## src/rtl/sprite_pkg.sv

```systemverilog
// Shared types and constants for the sprite ROM fetch path.
// Sprite base addresses index the 4-bit palette-index ROM, stored row-major.
package sprite_pkg;

  localparam int unsigned ADDR_W = 18;
  localparam int unsigned DATA_W = 4;
  localparam int unsigned COL_W  = 12;
  localparam int unsigned ROW_W  = 8;

  typedef enum logic [1:0] {
    IDLE,
    FETCH,
    DRAIN
  } fetch_state_t;

  typedef struct packed {
    logic [DATA_W-1:0] index;
    logic [COL_W-1:0]  x;
    logic [ROW_W-1:0]  y;
    logic              last;
  } pix_entry_t;

  localparam int unsigned CLOUD_BASE   = 44420;
  localparam int unsigned CLOUD_W      = 92;
  localparam int unsigned CLOUD_H      = 27;
  localparam int unsigned HORIZON_BASE = 85015;
  localparam int unsigned HORIZON_W    = 2400;
  localparam int unsigned HORIZON_H    = 24;
  localparam int unsigned RUN1_BASE    = 191323;
  localparam int unsigned RUN1_W       = 88;
  localparam int unsigned RUN1_H       = 94;
  localparam int unsigned NUM0_BASE    = 168215;
  localparam int unsigned NUM0_W       = 18;
  localparam int unsigned NUM0_H       = 21;

  // Modulo-3 pointer increment for the 3-entry pixel FIFO.
  function automatic logic [1:0] ptr_inc3(input logic [1:0] p);
    return (p == 2'd2) ? 2'd0 : p + 2'd1;
  endfunction

endpackage

```

## src/rtl/sprite_fetch_engine_fifo.sv

```systemverilog
// pix_fifo3: 3-deep registered FIFO; head is read straight from storage, no fall-through.
// Flush has priority over push/pop; count is exported for the fetch credit check.
module pix_fifo3 #(
  parameter int unsigned W = 25
) (
  input  logic         clk,
  input  logic         rst,
  input  logic         flush,
  input  logic         push,
  input  logic [W-1:0] push_data,
  input  logic         pop,
  output logic [W-1:0] head,
  output logic         valid,
  output logic [1:0]   count
);
  import sprite_pkg::*;

  logic [W-1:0] mem_q [3];
  logic [1:0]   wr_ptr_q, rd_ptr_q, count_q;
  logic         pop_ok, push_ok;

  always_comb begin
    pop_ok  = pop && (count_q != 2'd0);
    push_ok = push && ((count_q != 2'd3) || pop_ok);
    valid   = (count_q != 2'd0);
    count   = count_q;
    head    = (rd_ptr_q == 2'd2) ? mem_q[2] : (rd_ptr_q == 2'd1) ? mem_q[1] : mem_q[0];
  end

  always_ff @(posedge clk or posedge rst) begin
    if (rst) begin
      for (int i = 0; i < 3; i++) mem_q[i] <= '0;
      wr_ptr_q <= 2'd0;
      rd_ptr_q <= 2'd0;
      count_q  <= 2'd0;
    end else if (flush) begin
      wr_ptr_q <= 2'd0;
      rd_ptr_q <= 2'd0;
      count_q  <= 2'd0;
    end else begin
      for (int i = 0; i < 3; i++) begin
        if (push_ok && (wr_ptr_q == 2'(i))) mem_q[i] <= push_data;
      end
      if (push_ok) wr_ptr_q <= ptr_inc3(wr_ptr_q);
      if (pop_ok)  rd_ptr_q <= ptr_inc3(rd_ptr_q);
      case ({push_ok, pop_ok})
        2'b10:   count_q <= count_q + 2'd1;
        2'b01:   count_q <= count_q - 2'd1;
        default: count_q <= count_q;
      endcase
    end
  end

  no_overflow: assert property (@(posedge clk) disable iff (rst)
    !(push && !flush && !pop && (count_q == 2'd3)));

endmodule

```

## src/rtl/sprite_fetch_engine.sv

```systemverilog
// Walks a column/row window of a row-major sprite in the palette ROM, one read per cycle,
// and streams tagged pixels through a 3-entry FIFO that absorbs the 1-cycle ROM latency.
module sprite_fetch_engine #(
  parameter int unsigned ADDR_W = sprite_pkg::ADDR_W,
  parameter int unsigned DATA_W = sprite_pkg::DATA_W,
  parameter int unsigned COL_W  = sprite_pkg::COL_W,
  parameter int unsigned ROW_W  = sprite_pkg::ROW_W
) (
  input  logic              clk,
  input  logic              rst,
  input  logic              req_valid,
  output logic              req_ready,
  input  logic [ADDR_W-1:0] req_base,
  input  logic [COL_W-1:0]  req_stride,
  input  logic [COL_W-1:0]  req_col_start,
  input  logic [COL_W-1:0]  req_cols,
  input  logic [ROW_W-1:0]  req_rows,
  input  logic              abort,
  output logic [ADDR_W-1:0] rom_addr,
  input  logic [DATA_W-1:0] rom_data,
  output logic              pix_valid,
  input  logic              pix_ready,
  output logic [DATA_W-1:0] pix_index,
  output logic [COL_W-1:0]  pix_x,
  output logic [ROW_W-1:0]  pix_y,
  output logic              pix_last,
  output logic              done
);
  import sprite_pkg::*;

  localparam int unsigned EntryW = DATA_W + COL_W + ROW_W + 1;

  fetch_state_t      state_q, state_d;
  logic [COL_W-1:0]  stride_q, stride_d, cols_q, cols_d, c_q, c_d;
  logic [ROW_W-1:0]  rows_q, rows_d, r_q, r_d;
  logic [ADDR_W-1:0] row_addr_q, row_addr_d, cur_addr_q, cur_addr_d, last_addr_q;
  logic              inflight_q, inflight_d;
  logic [COL_W-1:0]  tag_x_q, tag_x_d;
  logic [ROW_W-1:0]  tag_y_q, tag_y_d;
  logic              tag_last_q, tag_last_d;
  logic              done_q, done_d;

  logic [1:0]        fifo_count;
  logic              fifo_valid;
  logic [EntryW-1:0] head;
  logic              issue, pop, push, col_wrap, last_pix, credit;

  always_comb begin
    state_d    = state_q;
    stride_d   = stride_q;
    cols_d     = cols_q;
    rows_d     = rows_q;
    c_d        = c_q;
    r_d        = r_q;
    row_addr_d = row_addr_q;
    cur_addr_d = cur_addr_q;
    tag_x_d    = tag_x_q;
    tag_y_d    = tag_y_q;
    tag_last_d = tag_last_q;
    inflight_d = 1'b0;
    done_d     = 1'b0;
    issue      = 1'b0;

    col_wrap = (c_q == cols_q - COL_W'(1));
    last_pix = col_wrap && (r_q == rows_q - ROW_W'(1));
    pop      = fifo_valid && pix_ready;
    // FIFO occupancy plus the read in flight must leave room for the new read's data.
    credit   = (({1'b0, fifo_count} + {2'b00, inflight_q}) < 3'd3);

    case (state_q)
      IDLE: begin
        if (req_valid) begin
          stride_d   = req_stride;
          cols_d     = req_cols;
          rows_d     = req_rows;
          c_d        = '0;
          r_d        = '0;
          row_addr_d = req_base + ADDR_W'(req_col_start);
          cur_addr_d = req_base + ADDR_W'(req_col_start);
          if ((req_cols == '0) || (req_rows == '0)) begin
            done_d = 1'b1;
          end else begin
            state_d = FETCH;
          end
        end
      end
      FETCH: begin
        if (credit) begin
          issue      = 1'b1;
          inflight_d = 1'b1;
          tag_x_d    = c_q;
          tag_y_d    = r_q;
          tag_last_d = last_pix;
          if (col_wrap) begin
            c_d        = '0;
            r_d        = r_q + ROW_W'(1);
            row_addr_d = row_addr_q + ADDR_W'(stride_q);
            cur_addr_d = row_addr_q + ADDR_W'(stride_q);
            if (last_pix) state_d = DRAIN;
          end else begin
            c_d        = c_q + COL_W'(1);
            cur_addr_d = cur_addr_q + ADDR_W'(1);
          end
        end
      end
      DRAIN: begin
        if (pop && head[0]) begin
          state_d = IDLE;
          done_d  = 1'b1;
        end
      end
      default: state_d = IDLE;
    endcase

    if (abort) begin
      state_d    = IDLE;
      issue      = 1'b0;
      inflight_d = 1'b0;
      done_d     = 1'b0;
    end
  end

  always_comb begin
    req_ready = (state_q == IDLE);
    rom_addr  = issue ? cur_addr_q : last_addr_q;
    push      = inflight_q && !abort;
    pix_valid = fifo_valid;
    {pix_index, pix_x, pix_y, pix_last} = fifo_valid ? head : '0;
    done      = done_q;
  end

  always_ff @(posedge clk or posedge rst) begin
    if (rst) begin
      state_q     <= IDLE;
      stride_q    <= '0;
      cols_q      <= '0;
      rows_q      <= '0;
      c_q         <= '0;
      r_q         <= '0;
      row_addr_q  <= '0;
      cur_addr_q  <= '0;
      last_addr_q <= '0;
      inflight_q  <= 1'b0;
      tag_x_q     <= '0;
      tag_y_q     <= '0;
      tag_last_q  <= 1'b0;
      done_q      <= 1'b0;
    end else begin
      state_q     <= state_d;
      stride_q    <= stride_d;
      cols_q      <= cols_d;
      rows_q      <= rows_d;
      c_q         <= c_d;
      r_q         <= r_d;
      row_addr_q  <= row_addr_d;
      cur_addr_q  <= cur_addr_d;
      last_addr_q <= rom_addr;
      inflight_q  <= inflight_d;
      tag_x_q     <= tag_x_d;
      tag_y_q     <= tag_y_d;
      tag_last_q  <= tag_last_d;
      done_q      <= done_d;
    end
  end

  pix_fifo3 #(
    .W(EntryW)
  ) u_fifo (
    .clk      (clk),
    .rst      (rst),
    .flush    (abort),
    .push     (push),
    .push_data({rom_data, tag_x_q, tag_y_q, tag_last_q}),
    .pop      (pop),
    .head     (head),
    .valid    (fifo_valid),
    .count    (fifo_count)
  );

  max_outstanding: assert property (@(posedge clk) disable iff (rst)
    (({1'b0, fifo_count} + {2'b00, inflight_q}) <= 3'd3));

endmodule

```

## config.mk

```make
export PLATFORM = sky130hd
export DESIGN_NAME = sprite_fetch_engine
export DESIGN_NICKNAME = d
export VERILOG_FILES = /design/src/rtl/sprite_pkg.sv /design/src/rtl/sprite_fetch_engine_fifo.sv /design/src/rtl/sprite_fetch_engine.sv
export SDC_FILE = /design/constraint.sdc
export NUM_CORES = 1
export LEC_CHECK = 0
export CAP_MARGIN = 20
export CORE_ASPECT_RATIO = 0.9
export CORE_UTILIZATION = 56
export CTS_BUF_LIST = sky130_fd_sc_hd__clkbuf_4 sky130_fd_sc_hd__clkbuf_8 sky130_fd_sc_hd__clkbuf_16
export DETAILED_ROUTE_END_ITERATION = 7
export GPL_ROUTABILITY_DRIVEN = 0
export HOLD_SLACK_MARGIN = 0.05
export PLACE_DENSITY = 0.79
export RECOVER_POWER = 50
export SYNTH_ARGS = -nofsm -noshare
export SYNTH_HDL_FRONTEND = slang
export SYNTH_SLANG_ARGS = --single-unit
```

## constraint.sdc

```tcl
create_clock -name clk -period 8.9 [get_ports clk]
set_clock_uncertainty 0.05 [all_clocks]
set_input_delay 1.78 -clock clk [delete_from_list [all_inputs] [get_ports clk]]
set_output_delay 1.78 -clock clk [all_outputs]
set_load 0.05 [all_outputs]
```

== After elaboration in Yosys (flattened, before gate mapping) ==
Cells that the tools add are included.

* Add/sub/neg operators: 12
* Multipliers: 0
* Divide/modulo/power cells: 0
* Order comparisons: 1
* Eq/ne operators: 20
* Shift-type cells: 0
* Muxes and demuxes: 43
* Bitwise operators: 1
* Reduce and logical (&&, ||, !) cells: 29

{| class="wikitable"
|+ Operator list
! operator !! number
|-
| 18-bit two-way mux || 6
|-
| 25-bit two-way mux || 3
|-
| 18-bit case mux with 2 select lines || 2
|-
| 18-bit by 12-bit adder with 18-bit output || 2
|-
| 12-bit two-way mux || 3
|-
| 2-bit two-way mux || 14
|-
| 8-bit two-way mux || 3
|-
| 12-bit case mux with 2 select lines || 1
|-
| 18-bit by 1-bit adder with 18-bit output (second input constant) || 1
|-
| 8-bit case mux with 2 select lines || 1
|-
| 3-bit != test (second input constant) || 5
|-
| 12-bit by 1-bit adder with 12-bit output (second input constant) || 1
|-
| 12-bit equality test || 1
|-
| 12-bit zero test || 1
|-
| 12-bit by 1-bit subtractor with 12-bit output (second input constant) || 1
|-
| 2-bit AND reduction || 5
|-
| 1-bit logical AND || 9
|-
| 8-bit by 1-bit adder with 8-bit output (second input constant) || 1
|-
| 2-bit by 1-bit equality test with 1-bit output (second input constant) || 4
|-
| 2-bit equality test (second input constant) || 4
|-
| 8-bit equality test || 1
|-
| 8-bit zero test || 1
|-
| 2-bit != test (second input constant) || 4
|-
| 2-bit nonzero test || 4
|-
| 18 further kinds || 28
|}

* Register bits: 212
* Latch bits: 0
* RAM bits: 0
* Memory bits (read-only): 0
* Input bits: 71
* Output and inout port bits: 46
* Logic and storage cells: 126
* Memories: 0

== Logic depth before layout (Yosys ltp) ==
* Word-level depth: 8
* Depth in mapped cells: 12
* Depth with buffers taken out: 11

== Hierarchy ==
From an unflattened synthesis, not the netlist that was laid out.

* Cells, all modules: 1,210
* Area total of the unflattened synthesis: 11,853.9 µm²

{| class="wikitable"
|+ By module, submodules not included
! module !! instances !! cells an instance !! area each (µm²)
|-
| sprite_fetch_engine || 1 || 920 || 8,012.7
|-
| pix_fifo3 || 1 || 290 || 3,841.2
|}

== Worst setup path after synthesis ==
No wires, ideal clock.

* Path type: input to output
* Start: input abort
* End: output rom_addr[10]
* Arrival time: 3.310 ns
* Path slack: 3.760 ns
* Stages on the path: 4
* Buffers on the path: 2
* Cells stage by stage: clkbuf_1 nor2_1 clkbuf_1 mux2_2

* Word-level cells in the longest chain between the ends: 2

{| class="wikitable"
|+ RTL lines
! element !! line !! text
|-
| from (decl) || sprite_fetch_engine.sv:18 || <nowiki>input logic abort,</nowiki>
|-
| 1-bit two-way mux || -- ||
|-
| named net inflight_d || sprite_fetch_engine.sv:37 || <nowiki>logic inflight_q, inflight_d;</nowiki>
|-
| 18-bit two-way mux || sprite_fetch_engine.sv:125 || <nowiki>rom_addr = issue ? cur_addr_q : last_addr_q;</nowiki>
|-
| to (decl) || sprite_fetch_engine.sv:19 || <nowiki>output logic [ADDR_W-1:0] rom_addr,</nowiki>
|}

The timed path passes the listed nets, and every way through them passes these cells.

== Worst setup path in the final report ==
* Start: input abort
* End: output rom_addr[2]

* Word-level cells in the longest chain between the ends: 2

{| class="wikitable"
|+ RTL lines
! element !! line !! text
|-
| 1-bit two-way mux || sprite_fetch_engine.sv:115 || <nowiki>if (abort) begin</nowiki>
|-
| 18-bit two-way mux || sprite_fetch_engine.sv:125 ||
|}

No other way between the ends.

==> out/metrics.csv <==
metric,value,unit
ys.flop_type,dfrtp_1,
clk_path_buf_depth,3,
core_area,20000,sq um
cts_sinks,212,
synth.avg_cell_area,9.49,sq um
gr-usage-all-layers,0.270,
rsz0062_at_grt,false,
drv_cap,2,
min_period,6450,ps
syn_to_final_growth,18.7,%
synthCells,1214,
numPortBuffers,116,
grt_max_degree,142,
numCtsBuffers,23,
cts_tree,built,
crit_fanout,19,
synth-async-reset-ratio,1.00,
root_buffer,clkbuf_16,
n_antenna_cell,0,
yosysWarnings,0,
first_global_vias,9555,
syn-cell-area,11500,sq um
wl_per_cell,17.7,microns
finalMaxSlewViolations,74,
multiInputGateArea,5880,sq um
regToRegSetupSlack,4130,ps
tightest_slew,1920,ps
period_share,0.724,
die_area,21200,sq um
synth_edf_count,0,
outcome,finished with violations,
synth_area_leaders,"dfrtp_1 (46%), mux2_2 (9.2%), nand2_1 (8.0%)",
fin_tns_setup,0,ps
clk_latency,530,ps
relSlewSlack,-0.279,
routed-via-count,9555,
p_leak,6.19,nW
overflow,0,
setup-violations-final,0,
arrival,4620,ps
hpwlAfterDp,18.8,mm
fill_cells,1528,
worstPathRequired,7070,ps
cp-start-kind,input pin,
synth-seq-cells,212,
p_per_area,224,nW/um^2
cts_setup_buffers,0,
failed_checks,"capacitance limit, slew limit",
rows,49,
cts_hold_buf,0,
yosysSeqAreaShare,0.460,
fin_total_pwr,3.06,mW
peakVddDrop,235,uV
finalHoldViolCount,0,
synth_cell_types,72,
mostFrequentLayoutCell,nand2_1,
path_class,in2out,
io_pins,117,
wl,27.9,mm
remaining_drc_errors,0,
die_w,153,microns
drtIter0Drc,622,
max_freq,155,MHz
antenna_left,0,
htreeDepth,1,
fin_nets,1413,
die_height,138,microns
vias_per_cell,6.05,
mostFrequentLayoutCells,"nand2_1 (247), dfrtp_1 (212), clkdlybuf4s50_1 (112)",
synth_top_area_share,0.460,
path_clk_slew,60,ps
start_util,0.575,
seq_area,5310,sq um
hold_class,reg2reg,
grt_pass1_wl,47.1,mm
dr.pass1.iters,5,
yosys.area.top_type,dfrtp_1,
grt_antenna_before_repair,0,
syn_nets,1318,
layout-drive-gt1-share,0.111,
cts_resized,0,
cp-end-kind,primary output,
==> cell families after synthesis <==
kind of cell | count (synthesis) | synth area share
simple gates | 472 | 0.185
mux | 99 | 0.0962
xor+xnor | 63 | 0.0479
buf+inv | 84 | 0.0293
fa+ha+maj | 33 | 0.0371
compound gates | 251 | 0.145
flops | 212 | 0.460
==> path summary, 6_finish.rpt <==
check	startpoint	to	cells past startpoint
min in group asynchronous	rst	u_fifo.mem_q[59]	2
min reg2reg	last_addr_q[16]	last_addr_q[16]	1
max in group asynchronous	rst	u_fifo.wr_ptr_q[1]	3
max	abort	rom_addr[2]	5
min	last_addr_q[16]	last_addr_q[16]	1
max reg2reg	cols_q[0]	r_q[5]	11
==> synthesized netlist by cell type, drive strengths merged, types with 6 or more instances <==
library cell,instances
nor4,15
a21o,11
o21a,8
nand3,28
nor2,83
ha,31
inv,20
nand4,17
clkbuf,56
o21ai,48
buf,8
o211ai,8
xnor2,39
mux2,94
xor2,24
a22oi,27
dfrtp,212
o21bai,6
nor3,22
nand2,247
a31oi,16
and3,12
a21oi,74
a211oi,10
nand3b,6
nand2b,7
nor2b,8
==> report_power, final <==
| group | switching, mW | total, mW | leakage, nW | internal, mW |
|---|---|---|---|---|
| Clock | 0.387 | 0.992 | 0.400 | 0.604 |
| Combinational | 0.510 | 0.857 | 3.01 | 0.347 |
| Sequential | 0.116 | 1.21 | 2.78 | 1.09 |
==> cell type report <==
class                      count  area share
inverter                      20     0.00604
clock inverter                 5     0.00658
multi-input combinational    918       0.430
sequential                   212       0.388
clock buffer                  35      0.0514
timing repair buffer         134      0.0948
tap                          255      0.0233
==> state kept, by name, indices dropped and copies added (netlist names), 12 cells and up <==
| name | count |
|---|---|
| c_q | 12 |
| tag_x_q | 12 |
| last_addr_q | 18 |
| row_addr_q | 18 |
| cols_q | 12 |
| cur_addr_q | 18 |
| stride_q | 12 |
| u_fifo.mem_q | 75 |
==> stage by stage <==
step | hold slack, ps | area (sq um) | worst slack, ps | util | instances
finish | 433 | 13700 | 2450 | 0.682 | 1579
global route | 453 | 13700 | 2250 | 0.682 | 1579
CTS | 449 | 13700 | 3060 | 0.682 | 1578
detailed placement | 431 | 12900 | 3080 | 0.643 | 1538
global placement | 422 | 12900 | 3100 | 0.643 | 1538
floorplan | 393 | 11500 | 1280 | - | 1214
==> critical path: stages <==
cell             delay [ps]
clkdlybuf4s50_1         600
nor2_1                  190
clkbuf_1                890
mux2_2                  340
clkdlybuf4s50_1         800
==> metal layers <==
layer / routed length [microns] / track usage / up-vias
met5: 0 / 0 / -
met3: 1570 / 0.0332 / 60
li1: - / - / 4488
met4: 743 / 0.0872 / 0
met1: 12100 / 0.368 / 4673
met2: 13500 / 0.451 / 334
Note: power is estimated with default switching activity, not from simulation.
